===== src/rtl/mem_copy_engine.sv =====
// Single-port memory copy engine: moves len words from src to dst one word per
// READ/WRITE pair, picking the copy direction so overlapping ranges copy correctly.
module mem_copy_engine #(
    parameter int AW = 8,
    parameter int DW = 16
) (
    input  logic          clk,
    input  logic          rst,
    input  logic          start,
    input  logic [AW-1:0] src,
    input  logic [AW-1:0] dst,
    input  logic [AW-1:0] len,
    output logic          busy,
    output logic          done,
    output logic          dwe,
    output logic [AW-1:0] addr,
    output logic [DW-1:0] wdata,
    input  logic [DW-1:0] rdata,
    output logic [1:0]    dbg_state
);

    typedef enum logic [1:0] {
        IDLE  = 2'd0,
        READ  = 2'd1,
        WRITE = 2'd2,
        DONE  = 2'd3
    } state_t;

    state_t        state;
    state_t        state_nxt;
    logic [AW-1:0] src_ptr;
    logic [AW-1:0] dst_ptr;
    logic [AW-1:0] cnt;
    logic          desc;
    logic [DW-1:0] hold;

    // Copy backwards only when dst lies inside the source window, so no
    // source word is overwritten before it has been read.
    logic [AW-1:0] diff;
    logic [AW-1:0] last_off;
    logic          go_desc;

    assign diff     = dst - src;
    assign last_off = len - AW'(1);
    assign go_desc  = (dst != src) && (diff < len);

    always_ff @(posedge clk or negedge rst) begin
        if (!rst) begin
            state <= IDLE;
        end else begin
            state <= state_nxt;
        end
    end

    always_comb begin
        state_nxt = state;
        busy      = 1'b0;
        done      = 1'b0;
        dwe       = 1'b0;
        addr      = '0;
        wdata     = '0;
        case (state)
            IDLE: begin
                if (start) begin
                    state_nxt = (len != '0) ? READ : DONE;
                end
            end
            READ: begin
                busy      = 1'b1;
                addr      = src_ptr;
                state_nxt = WRITE;
            end
            WRITE: begin
                busy      = 1'b1;
                dwe       = 1'b1;
                addr      = dst_ptr;
                wdata     = hold;
                state_nxt = (cnt > AW'(1)) ? READ : DONE;
            end
            DONE: begin
                done      = 1'b1;
                state_nxt = IDLE;
            end
            default: state_nxt = IDLE;
        endcase
    end

    always_ff @(posedge clk or negedge rst) begin
        if (!rst) begin
            src_ptr <= '0;
            dst_ptr <= '0;
            cnt     <= '0;
            desc    <= 1'b0;
            hold    <= '0;
        end else begin
            case (state)
                IDLE: begin
                    if (start && (len != '0)) begin
                        desc    <= go_desc;
                        cnt     <= len;
                        src_ptr <= go_desc ? (src + last_off) : src;
                        dst_ptr <= go_desc ? (dst + last_off) : dst;
                    end
                end
                READ: begin
                    hold <= rdata;
                end
                WRITE: begin
                    src_ptr <= desc ? (src_ptr - AW'(1)) : (src_ptr + AW'(1));
                    dst_ptr <= desc ? (dst_ptr - AW'(1)) : (dst_ptr + AW'(1));
                    cnt     <= cnt - AW'(1);
                end
                default: ;
            endcase
        end
    end

    assign dbg_state = state;

endmodule

===== config.mk =====
export PLATFORM = sky130hd
export DESIGN_NAME = mem_copy_engine
export DESIGN_NICKNAME = d
export VERILOG_FILES = /design/src/rtl/mem_copy_engine.sv
export SDC_FILE = /design/constraint.sdc
export NUM_CORES = 1
export LEC_CHECK = 0
export ABC_AREA = 1
export BUFFER_PORTS_ARGS = -buffer_cell sky130_fd_sc_hd__buf_2
export CAP_MARGIN = 40
export CORE_UTILIZATION = 52
export CTS_CLUSTER_SIZE = 30
export DETAILED_ROUTE_END_ITERATION = 6
export PLACE_DENSITY_LB_ADDON = 0.25
export SYNTH_ARGS = -nofsm -noshare
export SYNTH_HDL_FRONTEND = slang
export SYNTH_SLANG_ARGS = --single-unit
export TNS_END_PERCENT = 50

===== constraint.sdc =====
create_clock -name clk -period 2 [get_ports clk]
set_input_delay 0.6 -clock clk [delete_from_list [all_inputs] [get_ports clk]]
set_output_delay 0.6 -clock clk [all_outputs]
set_load 0.005 [all_outputs]

==> impl_results.md <==
- # IOs: 72
- Layout net count: 909
- Achievable Freq: about 0.35 GHz
- Final setup violating endpoints: 40
- Initial Util: 0.549
- Latest clock arrival within the worst-skew pair: 0.30 ns
- Failing checks: setup timing
- WL met3: 626 um
- P&R area growth vs syn: 38.4%
- CTS max path bufs: 2
- CP startpoint kind: primary input
- Post-Syn Instances: roughly 640
- Fin crit period: between 2 and 3 ns
- WS Path Type: primary input to register
- Relative slew slack: 0.624
- Commonest cells in the netlist: nand2_1, inv_1, a21oi_1, ha_1, dfrtp_1
- Synth cell types: 37
- DRT Wirelength: 12800 um
- Leak pwr: 3.43 nW
- Register bit count reported by yosys: 43
- H-tree depth: 2
- Endpoints failing hold: 0
- Via Count: 4839
- Ys flop type: dfrtp_1
- CTS buffer count: 5
- DRC: 0
- WL/cell: approximately 14 um
- Max Cap Viol: 0
- Detail Route Antenna Nets: 0
- Row cnt: 32
- Via density: approximately 5.3
- Placed cell count: 890
- GPL Wtd Cong: 0.958
- Peak VDD IR: 0.000523 V
- CP Max Fanout: 19
- Met1 wire length: about 5500 um
- Critical path arrival: 3.09 ns
- Async SR Flop Fraction: 1.00
- Final worst slack: -0.896 ns
- Pwr Density: 1240 nW/um^2
- Syn Nets: 735
- Sequential fraction of the synthesis area: 0.248
- Slew @ Worst Pin: 0.565 ns
- Period utilisation layout: 1.45
- DP Wirelength: 9750 um
- Largest net degree at the start of global routing: 24
- Root Buffer: clkbuf_8
- CTS tree: done
- Sink Count: 43
- Die X: 93.3 um
- Vias in the first global route: 4642
- Total GRT Usage: 0.297
- CTS clk-pin slew, worst paths: 0.09 ns
- Antenna Cells: 0
- First-pass GRT wire length: 20600 um
- Port buffer count: 71
- Placeable Area: 7890 um^2
- GRT overflow: 0
- Area of the mapped netlist: 4330 um^2
- Starting DRC count in detailed routing: 278
- Most frequent cell after synthesis: nand2_1
- Initial antenna violation count: 0
- Yosys Warn Count: 0
- Largest cells by area after synthesis: dfrtp_1, nand2_1, ha_1
- Total power: approximately 7.4 mW
- Die footprint: a little under 9000 um^2
- RSZ-0062 raised after global routing: yes
- Share of cells above drive strength 1: 0.330
- Met2 wire length: 6380 um
- Hold WC Path Type: primary input to async pin
- Die Y: ~93 um
- DR pass1 iterations: 5
- Largest area contributor in the synthesized netlist: dfrtp_1
- Avg Cell Area, Syn: 6.78 um^2
- Worst setup EP type: register
- Fin cells: 916
- Post-synth EDFFs: 0
- Synth top area share: 0.248
- Run status: complete, but fails checks
- # hold bufs at CTS: 0
- Clock Skew: 0.0119 ns
- Pins Over Slew Limit: 0
- Highest Signal Layer: met4
- CP required: 2.19 ns
-- routing by layer --
metal	GRT usage	vias to the layer above
li1	-	2403
met1	0.376	2224
met2	0.527	188
met3	0.0309	24
met4	0.100	0
met5	0	-
-- registers in the layout (all words and copies together) (netlist names) --
name and flops:
cnt 8, dbg_state 2, desc 1, dst_ptr 8
hold 16, src_ptr 8
-- cell type report --
cell class	instances	area [um^2]
Timing Repair Buffer	184	1310
Fill cell	604	1890
Sequential cell	43	1080
Clock inverter	3	43.8
Multi-Input combinational cell	484	3000
Clock buffer	5	68.8
Tap cell	102	128
Inverter	95	374
-- worst max-delay path, stage by stage --
cell and delay (ns):
buf_12 0.11, inv_12 0.04, ha_4 0.11, inv_2 0.04
fa_2 0.34, nand3_2 0.07, nand2_1 0.06, nand2_1 0.08
nand2_1 0.08, a21oi_2 0.15, xor2_1 0.16, ha_1 0.25
nand2_2 0.08, inv_2 0.04, a21oi_2 0.14, nand2_2 0.08
a21oi_4 0.13, buf_12 0.16, nand3_1 0.08, nand2_1 0.09
nand2_1 0.05, nand2_1 0.07, nand2_1 0.06
-- repair_timing --
action | CTS | global route
pin swaps | 4 | 13
resized for setup | 23 | 45
setup buffers | 10 | 6
gates cloned | 2 | 0
endpoints found under the setup margin | 41 | 41
-- power by group --
| part | switching, mW | internal, mW |
|---|---|---|
| Clock | 0.314 | 0.372 |
| Sequential | 0.395 | 1.30 |
| Combinational | 2.89 | 2.17 |
| Total | 3.59 | 3.84 |
-- through the flow --
| step | util | TNS [ns] | worst slack, ns | hold WS [ns] | area, um^2 |
|---|---|---|---|---|---|
| global route | 0.760 | -19.85 | -1.05 | 0.313 | 5990 |
| detailed placement | 0.698 | -21.48 | -1.28 | 0.459 | 5510 |
| floorplan | - | -14.46 | -0.915 | 0.304 | 4390 |
| finish | 0.760 | -15.95 | -0.896 | 0.284 | 5990 |
| global placement | 0.698 | -19.37 | -1.18 | 0.453 | 5510 |
| CTS | 0.738 | -14.45 | -0.849 | 0.292 | 5820 |
-- kinds of logic after synthesis --
| kind of cell | count (synthesis) | synth area share |
|---|---|---|
| AOI/OAI and AO/OA | 106 | 0.142 |
| xor gates and xnor gates | 26 | 0.0526 |
| adders and majority gates | 53 | 0.162 |
| buffers and inverters | 113 | 0.107 |
| DFF | 43 | 0.248 |
| and+or+nand+nor | 298 | 0.288 |
-- worst paths after layout --
check | endpoint | depth (start not counted) | slack, ns | start
setup / recovery | dst_ptr[5] | 23 | -0.90 | dst[0]
hold / removal | hold[15] | 1 | 0.28 | rst
setup reg to reg | src_ptr[6] | 10 | -0.16 | desc
hold reg to reg | hold[0] | 2 | 0.48 | hold[0]
max in group asynchronous | dst_ptr[2] | 2 | 1.20 | rst
min in group clk | hold[0] | 2 | 0.48 | hold[0]
-- placed cells by master, fill, tap and decap left out, types with 2 or more instances in the layout --
cell type,n
ha_1,43
nor2_1,34
inv_4,2
a21oi_1,34
o21ai_2,4
inv_2,13
nand3_2,10
buf_6,4
xnor2_1,9
a22oi_1,2
nand3_1,29
o21bai_1,3
buf_8,2
a21boi_0,2
a21oi_2,16
nand2_4,3
a31oi_1,5
o211ai_1,5
buf_4,103
nand2_2,15
buf_12,4
ha_4,4
inv_1,79
nand4_1,8
nor3_1,3
clkbuf_8,5
dfrtp_1,42
o21ai_0,17
fa_1,4
a21o_1,2
o21ai_1,12
nand2_1,193
buf_2,70
nand3_4,2
xor2_1,17
Power figures use the tool's default switching activity.
